<file path="config.mk">
export PLATFORM = sky130hd
export DESIGN_NAME = l1ds_req_arb
export DESIGN_NICKNAME = d
export VERILOG_FILES = /design/src/rtl/l1ds_req_arb.sv
export SDC_FILE = /design/constraint.sdc
export NUM_CORES = 1
export LEC_CHECK = 0
export ABC_AREA = 1
export CAP_MARGIN = 10
export CORE_MARGIN = 2
export CORE_UTILIZATION = 45
export DETAILED_ROUTE_END_ITERATION = 8
export PLACE_DENSITY_LB_ADDON = 0.3
export SYNTH_ARGS = -nofsm -noshare
export SYNTH_HDL_FRONTEND = slang
export SYNTH_SLANG_ARGS = --single-unit
export TNS_END_PERCENT = 5
</file>
<file path="constraint.sdc">
create_clock -name clk -period 9.72 [get_ports clk]
set_input_delay 1.458 -clock clk [delete_from_list [all_inputs] [get_ports clk]]
set_output_delay 1.458 -clock clk [all_outputs]
set_load 0.05 [all_outputs]
</file>
<file path="src/rtl/l1ds_req_arb.sv">
// Three-source request arbiter for the L1 D-cache request port: per-source FIFOs,
// fixed VEC > GLU > PF priority with a prefetch anti-starvation override, one output register.
module l1ds_req_arb #(
  parameter int ADDR_W     = 48,
  parameter int DATA_W     = 64,
  parameter int ID_W       = 4,
  parameter int DEPTH      = 2,
  parameter int STARVE_LIM = 15
) (
  input  logic              clk,
  input  logic              rst,
  input  logic              vec_valid,
  output logic              vec_ready,
  input  logic [ADDR_W-1:0] vec_addr,
  input  logic [DATA_W-1:0] vec_wdata,
  input  logic              vec_we,
  input  logic [ID_W-1:0]   vec_id,
  input  logic              glu_valid,
  output logic              glu_ready,
  input  logic [ADDR_W-1:0] glu_addr,
  input  logic [DATA_W-1:0] glu_wdata,
  input  logic              glu_we,
  input  logic [ID_W-1:0]   glu_id,
  input  logic              pf_valid,
  output logic              pf_ready,
  input  logic [ADDR_W-1:0] pf_addr,
  input  logic [ID_W-1:0]   pf_id,
  output logic              out_valid,
  input  logic              out_ready,
  output logic [ADDR_W-1:0] out_addr,
  output logic [DATA_W-1:0] out_wdata,
  output logic              out_we,
  output logic [1:0]        out_src,
  output logic [ID_W-1:0]   out_id,
  output logic [3:0]        pf_starve_cnt
);

  localparam int AW = $clog2(DEPTH);
  localparam int PW = AW + 1;
  localparam int EW = ADDR_W + DATA_W + 1 + ID_W;

  logic [2:0]    in_valid_s;
  logic [EW-1:0] in_data_s [3];
  logic [EW-1:0] head_s [3];
  logic [2:0]    full_s;
  logic [2:0]    empty_s;
  logic [2:0]    grant_s;
  logic [2:0]    deq_s;
  logic [1:0]    sel_s;
  logic [EW-1:0] sel_head_s;
  logic          load_s;

  logic              out_valid_r;
  logic [ADDR_W-1:0] out_addr_r;
  logic [DATA_W-1:0] out_wdata_r;
  logic              out_we_r;
  logic [1:0]        out_src_r;
  logic [ID_W-1:0]   out_id_r;
  logic [3:0]        starve_cnt_r;

  assign in_valid_s   = {pf_valid, glu_valid, vec_valid};
  assign in_data_s[0] = {vec_addr, vec_wdata, vec_we, vec_id};
  assign in_data_s[1] = {glu_addr, glu_wdata, glu_we, glu_id};
  // Prefetches are always loads, so their data and store flag are forced to zero.
  assign in_data_s[2] = {pf_addr, {DATA_W{1'b0}}, 1'b0, pf_id};

  for (genvar g = 0; g < 3; g++) begin : g_fifo
    logic [EW-1:0] mem_r [DEPTH];
    logic [PW-1:0] wr_ptr_r;
    logic [PW-1:0] rd_ptr_r;
    logic          enq_s;

    assign full_s[g]  = (wr_ptr_r[AW] != rd_ptr_r[AW]) && (wr_ptr_r[AW-1:0] == rd_ptr_r[AW-1:0]);
    assign empty_s[g] = (wr_ptr_r == rd_ptr_r);
    assign enq_s      = in_valid_s[g] & ~full_s[g];
    assign head_s[g]  = mem_r[rd_ptr_r[AW-1:0]];

    // Read/write pointers; the extra MSB separates full from empty.
    always_ff @(posedge clk) begin
      if (rst) begin
        wr_ptr_r <= '0;
        rd_ptr_r <= '0;
      end else begin
        if (enq_s) wr_ptr_r <= wr_ptr_r + PW'(1);
        if (deq_s[g]) rd_ptr_r <= rd_ptr_r + PW'(1);
      end
    end

    // Entry storage; contents are only meaningful between the pointers, so no reset.
    always_ff @(posedge clk) begin
      if (enq_s) mem_r[wr_ptr_r[AW-1:0]] <= in_data_s[g];
    end
  end

  assign vec_ready = ~full_s[0];
  assign glu_ready = ~full_s[1];
  assign pf_ready  = ~full_s[2];

  assign load_s = (~out_valid_r | out_ready) & ~(&empty_s);
  assign deq_s  = load_s ? grant_s : 3'b000;

  // Grant selection: starving prefetch first, then VEC > GLU > PF.
  always_comb begin
    grant_s = 3'b000;
    sel_s   = 2'd0;
    if (~empty_s[2] && (starve_cnt_r == 4'(STARVE_LIM))) begin
      grant_s = 3'b100;
      sel_s   = 2'd2;
    end else if (~empty_s[0]) begin
      grant_s = 3'b001;
      sel_s   = 2'd0;
    end else if (~empty_s[1]) begin
      grant_s = 3'b010;
      sel_s   = 2'd1;
    end else if (~empty_s[2]) begin
      grant_s = 3'b100;
      sel_s   = 2'd2;
    end else begin
      grant_s = 3'b000;
      sel_s   = 2'd0;
    end
  end

  // Head multiplexer for the granted source.
  always_comb begin
    sel_head_s = '0;
    case (sel_s)
      2'd0:    sel_head_s = head_s[0];
      2'd1:    sel_head_s = head_s[1];
      2'd2:    sel_head_s = head_s[2];
      default: sel_head_s = '0;
    endcase
  end

  // Output register: holds while stalled, reloads on free slot or completed transfer.
  always_ff @(posedge clk) begin
    if (rst) begin
      out_valid_r <= 1'b0;
      out_addr_r  <= '0;
      out_wdata_r <= '0;
      out_we_r    <= 1'b0;
      out_src_r   <= 2'd0;
      out_id_r    <= '0;
    end else if (load_s) begin
      out_valid_r <= 1'b1;
      {out_addr_r, out_wdata_r, out_we_r, out_id_r} <= sel_head_s;
      out_src_r   <= sel_s;
    end else if (out_ready) begin
      out_valid_r <= 1'b0;
    end
  end

  // Prefetch starvation counter: counts lost loads, saturating at the limit.
  always_ff @(posedge clk) begin
    if (rst) begin
      starve_cnt_r <= 4'd0;
    end else if (empty_s[2]) begin
      starve_cnt_r <= 4'd0;
    end else if (load_s) begin
      if (grant_s[2]) begin
        starve_cnt_r <= 4'd0;
      end else if (starve_cnt_r != 4'(STARVE_LIM)) begin
        starve_cnt_r <= starve_cnt_r + 4'd1;
      end
    end
  end

  assign out_valid     = out_valid_r;
  assign out_addr      = out_addr_r;
  assign out_wdata     = out_wdata_r;
  assign out_we        = out_we_r;
  assign out_src       = out_src_r;
  assign out_id        = out_id_r;
  assign pf_starve_cnt = starve_cnt_r;

endmodule

</file>
==> metrics.cfg, run 1 <==
[global_routing]
grt_pass1_vias=18500
grt_pass1_wl_um=107000
antenna_found_initial=19
grt_usage_pct=22.3
overflow=0
grt_max_degree=85

[timing]
rsz0062_at_grt=false
tightest_slew_ns=1.16
setup-tns-final_ns=0
report.final.setup_viol=0
slew_violations=0
holdWs_ns=0.469
timing.final.crit_share_pct=49.8
finalHoldViolCount=0
finalWorstSetupSlack_ns=4.88
min_period_ns=4.84
skew_ns=0.0158
slew-limit-headroom_pct=22.9
max_clock_freq_ghz=0.206

[floorplan]
chipHeight_um=251
start_util_pct=45.5
chipWidth_um=251
rows=90
placeableCoreArea_mm2=0.0604
dieArea_mm2=0.0631
io_pins=419

[place]
place_ws_ns=4.32
dp.cells=3449
place_congestion=0.804
portBuffers=418
place_area_mm2=0.0322
hpwlAfterDp_um=43500

[clock_tree]
clock_sinks=711
cts_tree=built
cts-root-buf=clkbuf_16
numCtsBuffers=74
cts_buffer_depth=3
htreeDepth=3
postCtsHoldBufs=0
cts_resized=0
path_clk_slew_ns=0.06
post_cts_buffers=0
insertion_delay_ns=0.60

[flow_run]
drv_cap=0

[cells_and_area]
fillers=4884
final_cell_area_mm2=0.0347
area_growth_pct=26.3
fin_cells=3592
final_nets=3036
drive_gt1_share_pct=7.63

[pwr]
p_per_area_mw_per_mm2=306
ir_drop_mv=0.273
leakagePower_nw=13.1

[setup_path]
critPathKind=in2reg
rr_endpoint=out_addr[7]$_SDFFE_PP0P_
crit_path_start=out_ready
crit_chain=clkdlybuf4s50_1 > nor2_1 > inv_2 > buf_4 > nand2_4 > inv_4 > buf_4 > nand3_1 > nor2_1 > nor2_1
reg2reg_depth=12
critPathMaxFanout=84
crit_path_frequent_cell=nor2_1
crit_arrival_ns=5.33
cp_data_required_time_ns=10.21
rrSetupSlack_ns=5.49
start_kind=input pin
cp_slowest_cell=buf_4
cpPeakStageDelay_ns=0.76
r2r-start=g_fifo[2].wr_ptr_r[0]$_SDFFE_PP0P_
cp-end-kind=register

[route]
detail-route-antenna-nets=0
drt-pass1-iter-count=5
vias=18700
wl_met1_um=29300
post_drt_wl_per_cell_um=19.8
via_per_inst=5.19
highest_layer=met5
drcViolationCount=0
drt_wl_total_um=71100
wl_met2_um=34100
drt_iter0_markers=1441
met3_length_um=5930

[yosys]
synthesis.area_mm2=0.0275
yosysMostFrequentCell=nand2_1
synth_edf_count=572
synthDominantCellAreaShare_pct=62.5
yosys_warnings=0
syn_nets=2651
synthCells=2358
synth_ff_type=edfxtp_1
yosys.area.top_type=edfxtp_1
synth-seq-cells=711
async_reset_ff_share_pct=0
synth_common_cells=800 x nand2_1, 572 x edfxtp_1, 261 x nor2_1
ys_seq_area_share_pct=72.6
synthTopCellsByArea=edfxtp_1 63%, nand2_1 11%, dfxtp_1 10%
syn_area_per_cell_um2=11.7
ys_types=28

[worst_hold_path]
hold_start=out_src[1]$_SDFFE_PP0P_
hold_class=reg2reg
hold_end=out_src[1]$_SDFFE_PP0P_
min_delay_path_depth=2

[run_status]
status=complete, no violations

logic make-up (layout without fill, tap and decap cells):
kind of cell	Yosys count	after routing	share of synthesized area [%]
AOI/OAI and AO/OA	186	186	3.40
other	0	6	0
muxes	104	104	4.03
xor gates and xnor gates	3	3	0.0956
and+or+nand+nor	1191	1191	17.1
adders and majority gates	1	1	0.0455
DFF	711	711	72.6
buffers and inverters	162	608	2.66
report_power, final:
part / switching, mW / total (mW) / leakage [nW] / internal [mW]
Combinational: 2.51 / 3.63 / 5.38 / 1.13
Sequential: 0.319 / 4.15 / 6.50 / 3.83
Clock: 1.16 / 2.85 / 1.20 / 1.68
Total: 3.99 / 10.6 / 13.1 / 6.64
cell type report:
type	count	area (µm²)	area share, %
diodes	6	15.0	0.0432
clock buffers	99	2060	5.93
clock inverters	38	412	1.19
inverters	33	140	0.404
multi-input cells	1485	6820	19.6
flip-flops and latches	711	20000	57.5
well taps	782	978	2.82
repair buffers	438	4330	12.5
state kept, by name, summed over array words and instances, names as in the netlist, named ones only:
register and count:
out_we 1, out_src 2, out_valid 1, g_fifo.mem_r 572, pf_starve_cnt 4, out_wdata 64, out_addr 48, g_fifo.rd_ptr_r 6
g_fifo.wr_ptr_r 6, out_id 4
routing by layer:
metal  vias to the layer above  GRT usage [%]
li1                       8841              -
met1                      8996           29.4
met2                       667           36.7
met3                       128           5.49
met4                        28           7.01
met5                         -              0
cell usage in the layout (no fill, tap or decap), types with 2 or more instances in the layout:
cell | synthesis | layout
a21oi_1 | 86 | 86
buf_4 | 4 | 20
bufinv_16 | 0 | 7
clkbuf_1 | 75 | 16
clkbuf_16 | 0 | 76
clkbuf_8 | 0 | 7
clkdlybuf4s50_1 | 0 | 417
clkinv_1 | 0 | 10
clkinv_2 | 0 | 11
clkinv_4 | 0 | 2
clkinv_8 | 0 | 3
clkinvlp_4 | 0 | 4
dfxtp_1 | 139 | 136
dfxtp_4 | 0 | 2
diode_2 | 0 | 6
edfxtp_1 | 572 | 572
inv_1 | 25 | 19
inv_2 | 8 | 9
inv_4 | 0 | 2
inv_6 | 0 | 4
mux2_2 | 52 | 52
mux2i_1 | 52 | 52
nand2_1 | 800 | 799
nand2_2 | 4 | 4
nand2_4 | 1 | 2
nand3_1 | 89 | 89
nand4_1 | 30 | 30
nor2_1 | 261 | 258
nor2_4 | 2 | 5
o21ai_0 | 81 | 81
o21ai_1 | 18 | 18
xor2_1 | 3 | 3
critical path, delay by kind of cell:
family | cells | cell delay, ns
simple gates | 5 | 1.08
buf+inv | 5 | 2.53
how the worst max path moves through the flow:
stage                                            endpoint  slack [ns]
final                            out_addr[7]$_SDFFE_PP0P_        4.88
after global placement           out_addr[3]$_SDFFE_PP0P_        4.51
after CTS                       out_addr[15]$_SDFFE_PP0P_        4.99
after global routing            out_addr[18]$_SDFFE_PP0P_        4.66
after detailed placement        out_addr[11]$_SDFFE_PP0P_        4.32
after floorplan           g_fifo[0].mem_r[0][0]$_DFFE_PP_        2.49
through the flow:
step	utilization [%]	power (mW)
6_report	57.5	10.6
3_5_place_dp	53.4	7.85
3_3_place_gp	53.4	7.79
2_1_floorplan	-	6.66
4_1_cts	57.5	10.7
5_1_grt	57.5	11.2
Note: power is estimated with default switching activity, not from simulation.
==> run 2, diff against run 1 <==
==> constraint.sdc (replaced) <==
create_clock -name clk -period 4.79 [get_ports clk]
set_input_delay 0.7185 -clock clk [delete_from_list [all_inputs] [get_ports clk]]
set_output_delay 0.7185 -clock clk [all_outputs]
set_load 0.05 [all_outputs]
==> run 2 against run 1 <==
  * Routed wire length is 0.86% higher
  * Register-to-register slack worse by 3.9 ns
  * Core utilization is 0.38 points higher
  * Sequential power is 100% higher
  * Setup slack worse by 3.2 ns
  * Cell area is 0.67% higher
  * Critical path depth stayed put
  * Final cell count is 0.31% higher
  * Largest cell class unchanged
==> metrics.cfg, run 2 (synthesized netlist as in run 1, its figures left out) <==
[run_status]
status=complete, no violations

[timing]
rsz0062_at_grt=false
tightest_slew_ns=1.14  ; -0.0152 ns
max_clock_freq_ghz=0.317
finalHoldViolCount=0  ; unchanged
setup-tns-final_ns=0  ; unchanged
slew-limit-headroom_pct=23.9  ; +1.0 points
slew_violations=0  ; unchanged
finalWorstSetupSlack_ns=1.63  ; -3.24 ns
report.final.setup_viol=0  ; unchanged
timing.final.crit_share_pct=66.0
skew_ns=0.0205  ; +0.00476 ns
min_period_ns=3.16

[global_routing]
grt_usage_pct=22.4  ; +0.030 points
antenna_found_initial=16  ; -3
grt_pass1_vias=18500  ; +0.30%
grt_pass1_wl_um=108000  ; +0.12%
overflow=0  ; unchanged
grt_max_degree=84  ; -1.2%

[setup_path]
cpPeakStageDelay_ns=0.63  ; -0.13 ns
path_buf_inv=2  ; -3
cp_slowest_cell=buf_4
cp_top_family=simple AND/OR/NAND/NOR gates
crit_chain=inv_1 > nand2_1 > nand2_1 > nor2_2 > nand3_4 > nand2_4 > buf_4 > nor2_1 > o21ai_0 > nor2_1
critPathKind=reg2reg
start_kind=register
crit_arrival_ns=3.64  ; -1.69 ns
cp_data_required_time_ns=5.27  ; -4.94 ns
cp-end-kind=register
critPathMaxFanout=68  ; -19%

[clock_tree]
numCtsBuffers=75  ; +1.4%
cts_tree=built
post_cts_buffers=0  ; unchanged
postCtsHoldBufs=0  ; unchanged
cts_buffer_depth=3  ; unchanged
htreeDepth=3  ; unchanged
path_clk_slew_ns=0.06  ; about the same
clock_sinks=711  ; unchanged
insertion_delay_ns=0.61  ; about the same
cts_resized=0  ; unchanged
cts-root-buf=clkbuf_16

[floorplan]
chipWidth_um=251  ; unchanged
chipHeight_um=251  ; unchanged
placeableCoreArea_mm2=0.0604  ; unchanged
dieArea_mm2=0.0631  ; unchanged
rows=90  ; unchanged
start_util_pct=45.5  ; unchanged
io_pins=419  ; unchanged

[cells_and_area]
area_growth_pct=27.2
utilization_pct=57.9  ; +0.38 points
drive_gt1_share_pct=8.08  ; +0.44 points
final_cell_mix=799 x nand2_1, 572 x edfxtp_1, 418 x clkdlybuf4s50_1
final_common_cell=nand2_1
final_cell_area_mm2=0.0350  ; +0.67%
final_nets=3042  ; +0.20%
largest_reg_flops=572  ; unchanged

[route]
post_drt_wl_per_cell_um=19.9  ; +0.56%
detail-route-antenna-nets=0  ; unchanged
drt-pass1-iter-count=5  ; unchanged
via_per_inst=5.16  ; -0.71%
drcViolationCount=0  ; unchanged
drt_wl_total_um=71700  ; +0.86%
met3_length_um=5390  ; -9.1%
wl_met2_um=35100  ; +2.7%
highest_layer=met5
wl_met1_um=29500  ; +0.56%
drt_iter0_markers=1385  ; -3.9%
vias=18600  ; -0.41%

[place]
place_congestion=0.804  ; unchanged
portBuffers=418  ; unchanged
hpwlAfterDp_um=44900  ; +3.1%
place_area_mm2=0.0323  ; +0.21%
place_ws_ns=1.62  ; -2.70 ns

[pwr]
leakagePower_nw=13.2  ; +0.95%
p_per_area_mw_per_mm2=627  ; +100%
finalPower_mw=21.9  ; +110%
ir_drop_mv=0.476  ; +74%

[flow_run]
drv_cap=0  ; unchanged

[worst_hold_path]
hold_class=reg2reg

-- run 2: cell types whose count changed in the layout (fill, tap and decap cells not counted), sizes merged, moves of 3 or more --
cell	previous run	this run
bufinv	7	10
inv	34	37
diode	6	10
clkinv	26	21
clkbuf	99	102
buf	21	25
-- run 2: worst register-to-register path: cells and delay by family (launching register included) --
family                 cells  cell delay (ns)
AO/OA/AOI/OAI              1             0.27
flip-flops                 1             0.46
AND/OR/NAND/NOR            7             1.58
buffers and inverters      2             0.74
-- run 2: final cells by class --
| type | instances | area [µm²] |
|---|---|---|
| tap | 782 | 978 |
| clock buffer | 102 | 2150 |
| timing repair buffer | 443 | 4400 |
| antenna | 10 | 25.0 |
| inverter | 33 | 140 |
| clock inverter | 37 | 473 |
| fill | 4848 | 25400 |
| sequential | 711 | 20000 |
| multi-input combinational | 1485 | 6820 |
-- run 2: per-stage QoR --
step	std cells	hold slack, ns
2_1_floorplan	2358	0.459
3_3_place_gp	3454	0.451
3_5_place_dp	3454	0.462
4_1_cts	3593	0.474
5_1_grt	3601	0.505
6_report	3603	0.475
-- run 2: report_power, final --
| group | total (mW) | switching, mW | internal (mW) |
|---|---|---|---|
| combinational | 7.47 | 5.16 | 2.30 |
| sequential | 8.34 | 0.569 | 7.77 |
| clock | 6.09 | 2.39 | 3.70 |
| total | 21.9 | 8.12 | 13.8 |
-- run 2: worst paths after layout --
kind	start	to	slack, ns	depth (start not counted)
setup / recovery	g_fifo[1].wr_ptr_r[0]$_SDFFE_PP0P_	g_fifo[1].rd_ptr_r[0]$_SDFFE_PP0P_	1.63	10
hold / removal	out_src[1]$_SDFFE_PP0P_	out_src[1]$_SDFFE_PP0P_	0.48	2
setup reg to reg	g_fifo[1].wr_ptr_r[0]$_SDFFE_PP0P_	g_fifo[1].rd_ptr_r[0]$_SDFFE_PP0P_	1.63	10
hold reg to reg	out_src[1]$_SDFFE_PP0P_	out_src[1]$_SDFFE_PP0P_	0.48	2
-- run 2: layer usage --
metal  track usage [%]  vias up
li1                  -     8846
met1              29.0     8960
met3              5.33      123
met5                 0        -
met2              37.4      641
met4              7.04       14
